$ cat config.mk
export PLATFORM = sky130hd
export DESIGN_NAME = bus_mem_responder
export DESIGN_NICKNAME = d
export VERILOG_FILES = /design/src/rtl/bus_resp_pkg.sv /design/src/rtl/bus_lane_dec.sv /design/src/rtl/bus_mem_responder.sv
export SDC_FILE = /design/constraint.sdc
export NUM_CORES = 1
export LEC_CHECK = 0
export ABC_AREA = 1
export CAP_MARGIN = 20
export CORE_UTILIZATION = 62
export DETAILED_ROUTE_END_ITERATION = 8
export DONT_BUFFER_PORTS = 1
export PLACE_DENSITY = 0.82
export SETUP_SLACK_MARGIN = 0.2
export SYNTH_ARGS = -nofsm -noshare
export SYNTH_HDL_FRONTEND = slang
export SYNTH_SLANG_ARGS = --single-unit
$ cat constraint.sdc
create_clock -name clk -period 1.6 [get_ports clk]
set_input_delay 0.24 -clock clk [delete_from_list [all_inputs] [get_ports clk]]
set_output_delay 0.24 -clock clk [all_outputs]
set_load 0.02 [all_outputs]
$ cat src/rtl/bus_resp_pkg.sv
// Shared types and constants for the multiplexed-bus memory responder.
// Lane codes are the raw {A0, BHE#} pair so decode is a direct lookup.
package bus_resp_pkg;

   localparam int ADDR_W = 20;

   typedef enum logic [3:0] {
      IDLE,
      ADDR,
      RD_ISSUE,
      RD_CAP1,
      RD_CAP2,
      RD_HOLD,
      WR_ISSUE,
      WR_HI,
      WR_HOLD
   } state_t;

   typedef logic [1:0] lane_t;

   localparam lane_t LANE_WORD = 2'b00;
   localparam lane_t LANE_LO   = 2'b01;
   localparam lane_t LANE_HI   = 2'b10;
   localparam lane_t LANE_NONE = 2'b11;

endpackage

$ cat src/rtl/bus_lane_dec.sv
// Combinational byte-lane decode from {A0, BHE#} plus the byte addresses
// of the first and (word-only) second lane access.
module bus_lane_dec #(
   parameter int ADDR_W = bus_resp_pkg::ADDR_W
) (
   input  logic [ADDR_W-1:0]  addr,
   input  logic               bhe_n,
   output bus_resp_pkg::lane_t lane,
   output logic [ADDR_W-1:0]  addr_first,
   output logic [ADDR_W-1:0]  addr_second
);
   import bus_resp_pkg::*;

   always_comb begin
      lane = LANE_NONE;
      case ({addr[0], bhe_n})
         2'b00:   lane = LANE_WORD;
         2'b01:   lane = LANE_LO;
         2'b10:   lane = LANE_HI;
         default: lane = LANE_NONE;
      endcase
   end

   // A word is only decoded at an even address, so addr|1 never wraps.
   assign addr_first  = addr;
   assign addr_second = addr | {{(ADDR_W-1){1'b0}}, 1'b1};

endmodule

$ cat src/rtl/bus_mem_responder.sv
// Memory-side responder for an 8086-style minimum-mode multiplexed bus:
// latches the address on ALE, splits the cycle into byte-wide RAM accesses.
module bus_mem_responder #(
   parameter int ADDR_W = 20,
   parameter int RD_LAT = 1
) (
   input  logic              clk,
   input  logic              rst,
   input  logic              ale,
   input  logic              rd_n,
   input  logic              wr_n,
   input  logic              m_io,
   input  logic              bhe_n,
   input  logic [15:0]       ad_in,
   input  logic [3:0]        as_in,
   output logic [15:0]       ad_out,
   output logic              ad_oe,
   output logic              ready,
   output logic              ram_rd_en,
   output logic [ADDR_W-1:0] ram_rd_addr,
   input  logic [7:0]        ram_rd_data,
   output logic              ram_wr_en,
   output logic              ram_wr_we,
   output logic [ADDR_W-1:0] ram_wr_addr,
   output logic [7:0]        ram_wr_data
);
   import bus_resp_pkg::*;

   // The capture states assume read data one cycle after the enable.
   generate
      if (RD_LAT != 1) begin : g_rd_lat_check
         $error("bus_mem_responder supports RD_LAT == 1 only");
      end
   endgenerate

   state_t            state;
   logic [ADDR_W-1:0] addr_reg;
   logic              bhe_l;
   logic              mem_l;
   logic [15:0]       data_reg;

   lane_t             lane;
   logic [ADDR_W-1:0] addr_first;
   logic [ADDR_W-1:0] addr_second;

   bus_lane_dec #(.ADDR_W(ADDR_W)) u_lane_dec (
      .addr        (addr_reg),
      .bhe_n       (bhe_l),
      .lane        (lane),
      .addr_first  (addr_first),
      .addr_second (addr_second)
   );

   assign ram_wr_we = ram_wr_en;

   // RAM strobes are registered from the next state, so each strobe is high
   // during the state that owns that access.
   always_ff @(posedge clk or negedge rst) begin
      if (!rst) begin
         state       <= IDLE;
         addr_reg    <= '0;
         bhe_l       <= 1'b1;
         mem_l       <= 1'b0;
         data_reg    <= '0;
         ad_out      <= '0;
         ad_oe       <= 1'b0;
         ready       <= 1'b1;
         ram_rd_en   <= 1'b0;
         ram_rd_addr <= '0;
         ram_wr_en   <= 1'b0;
         ram_wr_addr <= '0;
         ram_wr_data <= '0;
      end else begin
         ram_rd_en <= 1'b0;
         ram_wr_en <= 1'b0;
         if (ale) begin
            addr_reg <= {as_in, ad_in};
            bhe_l    <= bhe_n;
            mem_l    <= m_io;
            state    <= ADDR;
            ad_oe    <= 1'b0;
            ad_out   <= '0;
            ready    <= 1'b1;
         end else begin
            case (state)
               IDLE: ;
               ADDR: begin
                  // I/O cycles, lane code 11 and ambiguous strobes never touch RAM.
                  if (mem_l && lane != LANE_NONE && (rd_n ^ wr_n)) begin
                     ready <= 1'b0;
                     if (!rd_n) begin
                        state       <= RD_ISSUE;
                        data_reg    <= '0;
                        ram_rd_en   <= 1'b1;
                        ram_rd_addr <= addr_first;
                     end else begin
                        state       <= WR_ISSUE;
                        data_reg    <= ad_in;
                        ram_wr_en   <= 1'b1;
                        ram_wr_addr <= addr_first;
                        ram_wr_data <= (lane == LANE_HI) ? ad_in[15:8] : ad_in[7:0];
                     end
                  end
               end
               RD_ISSUE: begin
                  state <= RD_CAP1;
                  if (lane == LANE_WORD) begin
                     ram_rd_en   <= 1'b1;
                     ram_rd_addr <= addr_second;
                  end
               end
               RD_CAP1: begin
                  if (lane == LANE_WORD) begin
                     data_reg[7:0] <= ram_rd_data;
                     state         <= RD_CAP2;
                  end else begin
                     state  <= RD_HOLD;
                     ready  <= 1'b1;
                     ad_oe  <= 1'b1;
                     ad_out <= (lane == LANE_HI) ? {ram_rd_data, 8'h00}
                                                 : {8'h00, ram_rd_data};
                  end
               end
               RD_CAP2: begin
                  state  <= RD_HOLD;
                  ready  <= 1'b1;
                  ad_oe  <= 1'b1;
                  ad_out <= {ram_rd_data, data_reg[7:0]};
               end
               RD_HOLD: begin
                  if (rd_n) begin
                     state  <= IDLE;
                     ad_oe  <= 1'b0;
                     ad_out <= '0;
                  end
               end
               WR_ISSUE: begin
                  if (lane == LANE_WORD) begin
                     state       <= WR_HI;
                     ram_wr_en   <= 1'b1;
                     ram_wr_addr <= addr_second;
                     ram_wr_data <= data_reg[15:8];
                  end else begin
                     state <= WR_HOLD;
                     ready <= 1'b1;
                  end
               end
               WR_HI: begin
                  state <= WR_HOLD;
                  ready <= 1'b1;
               end
               WR_HOLD: begin
                  if (wr_n) state <= IDLE;
               end
               default: state <= IDLE;
            endcase
         end
      end
   end

endmodule

==> results of run 1 <==
## cell usage in the layout (no fill, tap or decap), types with 9 or more instances in the layout
cell type / instances
nand2_1: 193
dfrtp_1: 105
nand3_1: 61
nand2_2: 57
buf_4: 30
inv_1: 27
o21ai_0: 22
dlygate4sd3_1: 20
o21ai_2: 17
o21ai_1: 16
nor2_1: 16
nand2_4: 13
nand3_2: 11
nand3_4: 10
buf_6: 10
nor2_4: 9
clkbuf_8: 9
## per-layer routing
layer  global-route usage  part of all wire  vias up
met4                0.182             0.069        0
met3                0.104              0.13      164
met2                0.590              0.46      530
li1                     -                 -     2126
met5                    0                 0        -
met1                0.469              0.34     2479
## worst paths after layout
path                                         endpoint  slack [ns]  cells after the start
setup / recovery              data_reg[1]$_DFFE_PN0P_       -0.16                      7
hold / removal             ram_wr_addr[2]$_DFFE_PN0P_       -0.46                      0
setup reg to reg              data_reg[1]$_DFFE_PN0P_       -0.16                      7
hold reg to reg              data_reg[12]$_DFFE_PN0P_        0.52                      2
max in group asynchronous           bhe_l$_DFFE_PN1P_        1.82                      0
min in group clk                 state[2]$_DFFE_PN0P_           0                      3
## timing repair
action,4_1_cts,5_1_grt
endpoints found under the hold margin,125,111
gates resized for setup,52,134
setup buffers,16,10
setup endpoints to repair,86,88
pin swaps,12,29
cloned,6,4
## logic make-up after synthesis
family,after synthesis
AO/OA/AOI/OAI,72
buffers and inverters,70
flip-flops,110
AND/OR/NAND/NOR,372
## per-stage QoR
step / TNS [ns] / hold slack (ns) / instance area [um^2] / util
2_1_floorplan: 0 / -0.0556 / 5090 / -
5_1_grt: -6.20 / -0.481 / 6570 / 0.841
4_1_cts: 0 / -0.473 / 6020 / 0.771
3_3_place_gp: 0 / -0.0530 / 5200 / 0.666
6_report: -3.42 / -0.463 / 6570 / 0.841
3_5_place_dp: -0.0830 / -0.0524 / 5200 / 0.666
## power by group
group / leakage (uW) / internal (uW) / switching (uW)
sequential: 0.00141 / 3770 / 1820
combinational: 0.00177 / 1610 / 2630
clock: 0.000101 / 620 / 1090
total: 0.00328 / 6010 / 5540
## area by class of cell
type                    count  area [um^2]  share of cell area
clock buffers               9          124              0.0189
clock inverters             7         73.8              0.0112
inverters                  38          154              0.0234
multi-input cells         448         2510               0.383
flip-flops and latches    110         2760               0.420
well taps                 102          128              0.0194
repair buffers             74          813               0.124
==> qor.csv, run 1 <==
stage;metric;value;unit
status;run status;complete, but fails checks;
status;violations in the final reports;negative hold slack, negative setup slack;
timing;Highest Clock Rate;568;MHz
setup_path;Crit-path slowest cell;dfrtp_1;
yosys;number of synthesized flops with an enable pin;0;
floorplan;Die Ht;92.1;um
routing;number of vias per cell;6.72;
yosys;number of different library cells in the post-synthesis netlist;29;
setup_path;worst path arrival time;2.03;ns
setup_path;maximum fanout encountered on the critical timing path;8;
yosys;Top FF cell, synth;dfrtp_1;
yosys;area share of and/or/nand/nor cells after synthesis;0.306;
timing;Tcrit/Tclk final;1.10;
yosys;number of warnings issued by yosys;0;
placement;Detail Placement HPWL;8640;um
yosys;xor/xnor share of the synthesized area;0;
routing;vias after detailed routing;5299;
floorplan;initial standard-cell utilization of the core;0.645;
timing;minimum clock period;1.76;ns
placement;number of buffer cells added on primary ports;0;
yosys;post-synthesis instance area;5040;um^2
placement;setup slack at placement;-0.0594;ns
floorplan;num rows;32;
timing;final setup fails;75;
clock_tree;clock root buffer master;clkbuf_8;
finish;number of standard cells in the final layout excluding fillers;788;
timing;Worst Tran Pin Value;0.415;ns
power;Cell Pwr Density;1760;nW/um^2
routing;detail-routed net length per standard cell;22.5;um
timing;Hold Vio Cnt, Final;110;
clock_tree;clock sinks;110;
yosys;most area-hungry cell type in the Yosys netlist;dfrtp_1;
floorplan;Die Wd;92.1;um
routing;DRT Pass-1 Iters;7;
finish;Final nets;716;
setup_path;RR Startpoint;state[2]$_DFFE_PN0P_;
timing;worst-case headroom to the max-slew limit;0.723;
finish;share of post-route cells with drive strength above 1;0.308;
placement;Placer Congestion;0.950;
yosys;share of the synthesized area in compound gates (AO/OA/AOI/OAI);0.0802;
floorplan;core outline area;7810;um^2
setup_path;type of the setup path with the least slack;flop to flop;
yosys;most numerous cell in the Yosys netlist;nand2_1;
clock_tree;CTS H-tree lvls;3;
yosys;nets in the synthesized netlist;659;
yosys;synthesized flop and latch total;110;
routing;detailed-route wire length;17700;um
timing;Final Worst Setup Slack;-0.161;ns
finish;number of filler cells placed in the layout;354;
yosys;FFs w/ async S/R, synth;1.00;
timing;worst hold slack;-0.463;ns
timing;unrepaired setup endpoints after global routing;yes;
yosys;top cells by count, synth;nand2_1 (261), dfrtp_1 (108), nand3_1 (76);
clock_tree;worst skew pair latency;0.39;ns
placement;placed instance count;715;
finish;number of inserted diodes;0;
global_routing;number of global-route vias before repair;4830;
routing;drt drc;0;
setup_path;largest delay contributor family on the critical path;simple AND/OR/NAND/NOR gates;
yosys;main combinational cell family by area after synthesis;simple AND/OR/NAND/NOR gates;
setup_path;Buffers & Inverters on Critical Path;1;
timing;number of max-slew violations in the final report;0;
yosys;sequential-to-total area share from yosys stat;0.547;
timing;Post-Route Skew;0.0102;ns
global_routing;remaining global-route overflow;0;
clock_tree;worst-case clock buffer depth;2;
finish;synth-to-layout area growth;30.4;%
yosys;share of Yosys cell area claimed by the top area cell type;0.537;
setup_path;element type at the critical path end;flop;
job;reported max-cap violation count;0;
clock_tree;clock tree from TritonCTS;built;
setup_path;critical path, cell by cell;buf_6, nor2_4, nand2_4, o21ai_4, nand3_4, nand2_1, o21ai_1;
clock_tree;total clock buffers created by CTS;9;
power;leak pwr;0.00328;uW
power;total power;11500;uW
yosys;adder-cell area share of the yosys netlist;0;
floorplan;Total Die Area;8490;um^2
routing;number of violations reported at the end of detailed-routing iteration 0;841;
clock_tree;clock-pin transition on the worst setup and hold timing paths;0.11;ns
clock_tree;Post-CTS Hold Fix Bufs;21;
power;largest voltage drop on the vdd net;0.00105;V
global_routing;initial antenna violation count;0;
setup_path;type of origin of the critical path;flop;
min_path;path category of the worst min-delay check;input port to asynchronous set/reset pin;
setup_path;required arrival time at the worst endpoint;1.86;ns
global_routing;first-pass GRT wire length;24200;um
yosys;top area cells in the synthesized netlist;dfrtp_1 (54%), nand2_1 (19%), nand3_1 (7.6%), o21ai_0 (4.3%), inv_1 (2.6%);
global_routing;maximum number of pins on one net before global-route repair;111;
routing;Routed Antenna Nets;0;
setup_path;first element of the critical path;state[2]$_DFFE_PN0P_;
setup_path;delay contributed by the slowest stage of the critical path;0.43;ns
floorplan;number of ports placed on the die boundary;104;
global_routing;GRT Total Usage;0.372;
yosys;synthesized area per cell;8.07;um^2
yosys;gate count of the mapped netlist;624;
yosys;share of cell area taken by muxes after synthesis;0;
No activity file was read; power rests on OpenSTA's default activity.
==> run 2: changes to the inputs <==
--- a/constraint.sdc
+++ b/constraint.sdc
@@ -3,2 +3,2 @@
 set_output_delay 0.24 -clock clk [all_outputs]
-set_load 0.02 [all_outputs]
+set_load 0.01 [all_outputs]
==> run 2 against run 1 <==
Compared with the run above:
- the run ends with negative hold slack left
- first-iteration DRC count shrank 41%
- worst setup slack improved by 0.16 ns
- largest cell class unchanged
- register-to-register slack better by 0.16 ns
- clock skew up 0.0046 ns
- core utilization decreased by 7.7 points
- via count shrank 13%
- critical path type unchanged
- final area fell by 9.2%
==> qor.csv, run 2 (same netlist as run 1, synthesis figures left out) <==
stage;metric;value;unit
power;Int Pwr;5710;uW
timing;Hold Vio Cnt, Final;110;
power;Switching Power;4200;uW
routing;number of vias per cell;6.02;
finish;most common cell after layout, fill and taps aside;nand2_1;
floorplan;Die Ht;92.1;um
power;Cell Pwr Density;1660;nW/um^2
clock_tree;worst skew pair latency;0.38;ns
setup_path;type of the setup path with the least slack;flop to flop;
finish;Design Area, Final;5960;um^2
timing;unrepaired setup endpoints after global routing;yes;
power;clock group share of total power;0.168;
finish;Multi-input gate area;2210;um^2
min_path;path category of the worst min-delay check;input port to asynchronous set/reset pin;
timing;Highest Clock Rate;626;MHz
routing;detailed-route wire length;13900;um
clock_tree;clock-pin transition on the worst setup and hold timing paths;0.12;ns
clock_tree;CTS H-tree lvls;3;
timing;number of max-slew violations in the final report;0;
status;run status;complete, but fails checks;
global_routing;remaining global-route overflow;0;
placement;Detail Placement HPWL;8670;um
status;violations in the final reports;negative hold slack;
clock_tree;clock root buffer master;clkbuf_8;
setup_path;largest delay contributor family on the critical path;simple AND/OR/NAND/NOR gates;
floorplan;Total Die Area;8490;um^2
floorplan;initial standard-cell utilization of the core;0.645;
setup_path;critical path, cell by cell;buf_4, nor2_2, buf_4, nand3_1, o21ai_4, nand2_2, buf_12, nand2_1, nand2_1;
clock_tree;worst-case clock buffer depth;2;
finish;number of standard cells in the final layout excluding fillers;767;
clock_tree;clock tree from TritonCTS;built;
setup_path;element type at the critical path end;flop;
global_routing;first-pass GRT wire length;21900;um
finish;synth-to-layout area growth;18.4;%
placement;Placer Congestion;0.915;
placement;number of buffer cells added on primary ports;0;
setup_path;Crit-path slowest cell;dfrtp_1;
timing;Worst Tran Pin Value;0.691;ns
power;leak pwr;0.00308;uW
routing;DRT Pass-1 Iters;5;
setup_path;required arrival time at the worst endpoint;1.87;ns
floorplan;num rows;32;
floorplan;number of ports placed on the die boundary;104;
finish;Final nets;695;
finish;number of filler cells placed in the layout;532;
timing;worst-case headroom to the max-slew limit;0.538;
setup_path;maximum fanout encountered on the critical timing path;21;
routing;detail-routed net length per standard cell;18.1;um
power;share of power burned in combinational logic;0.339;
global_routing;number of global-route vias before repair;4417;
clock_tree;total clock buffers created by CTS;9;
setup_path;delay contributed by the slowest stage of the critical path;0.42;ns
global_routing;maximum number of pins on one net before global-route repair;111;
setup_path;type of origin of the critical path;flop;
timing;Post-Route Skew;0.0149;ns
routing;vias after detailed routing;4621;
routing;drt drc;0;
placement;cell area after placement;5240;um^2
setup_path;flop2flop setup slack;0.003;ns
power;Switching Fraction;0.424;
setup_path;Buffers & Inverters on Critical Path;3;
global_routing;initial antenna violation count;0;
clock_tree;Post-CTS Hold Fix Bufs;16;
power;largest voltage drop on the vdd net;0.00108;V
clock_tree;clock sinks;110;
timing;worst hold slack;-0.462;ns
finish;number of inserted diodes;0;
timing;Tcrit/Tclk final;0.998;
global_routing;GRT Total Usage;0.336;
job;reported max-cap violation count;0;
floorplan;core outline area;7810;um^2
finish;share of post-route cells with drive strength above 1;0.180;
timing;minimum clock period;1.60;ns
floorplan;Die Wd;92.1;um
timing;final setup fails;0;
setup_path;worst path arrival time;1.86;ns
routing;Routed Antenna Nets;0;
placement;placed instance count;718;
power;Sequential Power Share;0.493;
finish;most used cells in the layout excluding fill and tap cells;nand2_1 (243), dfrtp_1 (105), nand3_1 (71), inv_1 (29);
finish;Storage cell area;2760;um^2
routing;number of violations reported at the end of detailed-routing iteration 0;494;
==> run 2: cell count changes in the layout (fill, tap and decap cells not counted), sizes merged <==
cell / previous run / this run
buf: 50 / 38
clkbuf: 12 / 9
clkinvlp: 1 / 0
dlygate4sd3: 20 / 16
dlymetal6s4s: 1 / 0
inv: 41 / 42
nand3: 82 / 81
==> run 2: layer usage <==
metal  track usage  vias up  share of wire
met5             0        -              0
met4         0.147        0          0.038
met3        0.0920       53          0.097
met2         0.525      279           0.48
met1         0.442     2211           0.38
li1              -     2078              -
==> run 2: what timing repair did <==
| action | in CTS | in global routing |
|---|---|---|
| gates cloned | 5 | 0 |
| pin swaps | 5 | 9 |
| gates resized for setup | 41 | 33 |
| hold endpoints to repair | 125 | 110 |
| setup buffers | 7 | 5 |
| setup endpoints to repair | 85 | 87 |
==> run 2: area by class of cell <==
| cell class | instances | share of cell area |
|---|---|---|
| inverter | 38 | 0.0243 |
| sequential | 110 | 0.463 |
| clock inverter | 7 | 0.0124 |
| timing repair buffer | 54 | 0.0881 |
| tap | 102 | 0.0214 |
| clock buffer | 9 | 0.0208 |
| multi-input combinational | 447 | 0.370 |
==> run 2: power groups by stage <==
stage / registers (uW) / clock network, uW / logic (uW)
global route: 4990 / 1800 / 3700
CTS: 4860 / 1690 / 3050
detailed placement: 4920 / 0 / 2590
floorplan: 4720 / 0 / 2030
finish: 4890 / 1660 / 3360
global placement: 4880 / 0 / 2460
==> run 2: final timing paths <==
kind                                 startpoint                    endpoint  cells past startpoint
max in group asynchronous                   rst           ready$_DFFE_PN1P_                      0
max                        state[2]$_DFFE_PN0P_  ram_rd_addr[2]$_DFFE_PN0P_                      9
min reg2reg                   ready$_DFFE_PN1P_           ready$_DFFE_PN1P_                      2
min                                         rst      ad_out[12]$_DFFE_PN0P_                      0
max reg2reg                state[2]$_DFFE_PN0P_  ram_rd_addr[2]$_DFFE_PN0P_                      9
min in group clk                            ale           mem_l$_DFFE_PN0P_                      2
==> run 2: per-stage QoR <==
step | hold slack (ns) | setup WS [ns] | power (uW) | setup TNS (ns) | utilization
2_1_floorplan | -0.0556 | 0.187 | 6750 | 0 | -
3_3_place_gp | -0.0526 | 0.126 | 7340 | 0 | 0.671
3_5_place_dp | -0.0522 | 0.0156 | 7510 | 0 | 0.671
4_1_cts | -0.472 | 0.0752 | 9600 | 0 | 0.747
5_1_grt | -0.483 | -0.0575 | 10500 | -0.889 | 0.764
6_report | -0.462 | 0.00272 | 9910 | 0 | 0.764
==> run 3: changes to the inputs <==
CORE_ASPECT_RATIO = 0.6   (was not set)
clock period = 2.1 ns   (was 1.6 ns; I/O delays follow)
==> run 3 against run 2 <==
Compared with the run above:
- count of clock-buffer cells in the layout is 2 higher
- register-to-register slack improved by 0.34 ns
- the flow still finishes with violations (negative hold slack)
- worst hold slack improved by 0.11 ns
- largest power group unchanged
- sequential share of layout area up 4.7 points
- sequential power down 24%
==> qor.csv, run 3 (same netlist as run 1, synthesis figures left out) <==
stage;metric;value;unit
power;share of power burned in combinational logic;0.260;
timing;minimum clock period;1.75;ns
routing;number of violations reported at the end of detailed-routing iteration 0;448;
setup_path;Crit-path slowest cell;dfstp_2;
finish;number of standard cells in the final layout excluding fillers;732;
placement;Detail Placement HPWL;9190;um
setup_path;RR Startpoint;bhe_l$_DFFE_PN1P_;
routing;detailed-route wire length;12800;um
finish;most used cells in the layout excluding fill and tap cells;nand2_1 (260), dfrtp_1 (108), nand3_1 (75), o21ai_0 (43), inv_1 (34);
setup_path;type of origin of the critical path;flop;
setup_path;end point of the critical path;ad_out[5]$_DFFE_PN0P_;
finish;Final nets;654;
timing;number of max-slew violations in the final report;0;
min_path;path category of the worst min-delay check;input port to asynchronous set/reset pin;
clock_tree;clock tree from TritonCTS;built;
power;clock group share of total power;0.224;
floorplan;Die Wd;118;um
power;Int Pwr;4360;uW
setup_path;maximum fanout encountered on the critical timing path;18;
clock_tree;clock-pin transition on the worst setup and hold timing paths;0.07;ns
setup_path;type of the setup path with the least slack;flop to flop;
job;reported max-cap violation count;0;
routing;number of vias per cell;5.82;
status;violations in the final reports;negative hold slack;
clock_tree;worst-case clock buffer depth;2;
global_routing;first-pass GRT wire length;20700;um
power;leak pwr;0.00287;uW
global_routing;initial antenna violation count;0;
floorplan;number of ports placed on the die boundary;104;
setup_path;critical path, cell by cell;inv_1, nand2_2, inv_1, o21ai_0, nand3_1, o21ai_1;
global_routing;number of global-route vias before repair;3954;
floorplan;core outline area;7880;um^2
finish;share of post-route cells with drive strength above 1;0.0865;
power;Cell Pwr Density;1340;nW/um^2
setup_path;delay contributed by the slowest stage of the critical path;0.55;ns
finish;number of filler cells placed in the layout;690;
timing;unrepaired setup endpoints after global routing;yes;
timing;Worst Tran Pin Value;0.402;ns
power;Sequential Power Share;0.516;
timing;Tcrit/Tclk final;0.836;
global_routing;GRT Total Usage;0.322;
routing;Routed Antenna Nets;0;
setup_path;element type at the critical path end;flop;
finish;synth-to-layout area growth;7.40;%
timing;sum of negative setup slack;0;ns
power;Switching Power;2880;uW
global_routing;maximum number of pins on one net before global-route repair;111;
timing;worst-case headroom to the max-slew limit;0.730;
floorplan;num rows;25;
placement;setup slack at placement;0.130;ns
setup_path;worst path arrival time;2.03;ns
routing;drt drc;0;
clock_tree;clock root buffer master;clkbuf_16;
global_routing;remaining global-route overflow;0;
placement;placed instance count;714;
setup_path;most frequent cell on the critical path;inv_1;
routing;vias after detailed routing;4257;
routing;detail-routed net length per standard cell;17.4;um
clock_tree;total clock buffers created by CTS;9;
setup_path;required arrival time at the worst endpoint;2.38;ns
floorplan;Total Die Area;8500;um^2
setup_path;depth of the most critical reg-to-reg path;6;
timing;Hold Vio Cnt, Final;110;
status;run status;complete, but fails checks;
clock_tree;worst skew pair latency;0.35;ns
timing;Highest Clock Rate;570;MHz
floorplan;Die Ht;71.8;um
routing;DRT Pass-1 Iters;7;
finish;core utilization of the finished layout;0.686;
setup_path;first element of the critical path;bhe_l$_DFFE_PN1P_;
finish;number of inserted diodes;0;
placement;number of buffer cells added on primary ports;0;
timing;Final Worst Setup Slack;0.345;ns
power;Switching Fraction;0.398;
timing;Post-Route Skew;0.00598;ns
clock_tree;clock sinks;110;
finish;most common cell after layout, fill and taps aside;nand2_1;
floorplan;initial standard-cell utilization of the core;0.639;
power;largest voltage drop on the vdd net;0.000667;V
timing;worst hold slack;-0.349;ns
placement;Placer Congestion;0.911;
setup_path;flop2flop setup slack;0.35;ns
timing;final setup fails;0;
setup_path;RR Endpoint;ad_out[5]$_DFFE_PN0P_;
clock_tree;CTS H-tree lvls;3;
power;total power;7230;uW
[run 3: how the worst min path moves through the flow]
stage / startpoint / to / depth (start not counted) / slack [ns]
2_1_floorplan: rst / ad_oe$_DFFE_PN0P_ / 0 / 0.02
3_3_place_gp: rst / ram_rd_addr[16]$_DFFE_PN0P_ / 0 / 0.02
3_5_place_dp: rst / ram_rd_addr[19]$_DFFE_PN0P_ / 0 / 0.02
4_1_cts: rst / ram_rd_addr[0]$_DFFE_PN0P_ / 0 / -0.36
5_1_grt: rst / ram_rd_addr[16]$_DFFE_PN0P_ / 0 / -0.36
6_report: rst / addr_reg[19]$_DFFE_PN0P_ / 0 / -0.35
[run 3: critical path: cells and delay by family (launching register included)]
kind	cells	cell delay [ns]
AND/OR/NAND/NOR	2	0.45
AO/OA/AOI/OAI	2	0.41
buffers and inverters	2	0.28
flip-flops	1	0.55
[run 3: power by group through the flow]
stage / logic (uW) / clock network [uW] / registers (uW)
2_1_floorplan: 1490 / 0 / 3570
3_3_place_gp: 1730 / 0 / 3740
3_5_place_dp: 1830 / 0 / 3750
4_1_cts: 1840 / 1660 / 3730
5_1_grt: 2150 / 1730 / 3820
6_report: 1880 / 1620 / 3730
[run 3: stage by stage]
step	hold slack, ns	area (um^2)
floorplan	0.0194	5040
global placement	0.0217	5080
detailed placement	0.0208	5080
CTS	-0.360	5380
global route	-0.360	5410
finish	-0.349	5410
[run 3: layout make-up]
| cell class | count | area [um^2] | area share |
|---|---|---|---|
| clock buffer | 11 | 243 | 0.0449 |
| tap | 108 | 135 | 0.0250 |
| multi-input combinational | 444 | 1970 | 0.365 |
| sequential | 110 | 2760 | 0.509 |
| timing repair buffer | 16 | 120 | 0.0222 |
| clock inverter | 5 | 41.3 | 0.00763 |
| inverter | 38 | 143 | 0.0264 |
[run 3: what timing repair did]
item	in CTS	in global routing
gates resized for setup	2	4
buffers inserted	0	2
endpoints found under the hold margin	110	110
pin swaps	0	1
setup endpoints to repair	21	70
[run 3: routing by layer]
| layer | wire length, um | share of wire | vias to the layer above | GRT usage |
|---|---|---|---|---|
| met3 | 1360 | 0.11 | 31 | 0.121 |
| li1 | - | - | 1989 | - |
| met2 | 5180 | 0.41 | 210 | 0.441 |
| met1 | 5960 | 0.47 | 2027 | 0.471 |
| met5 | 0 | 0 | - | 0 |
| met4 | 265 | 0.021 | 0 | 0.108 |
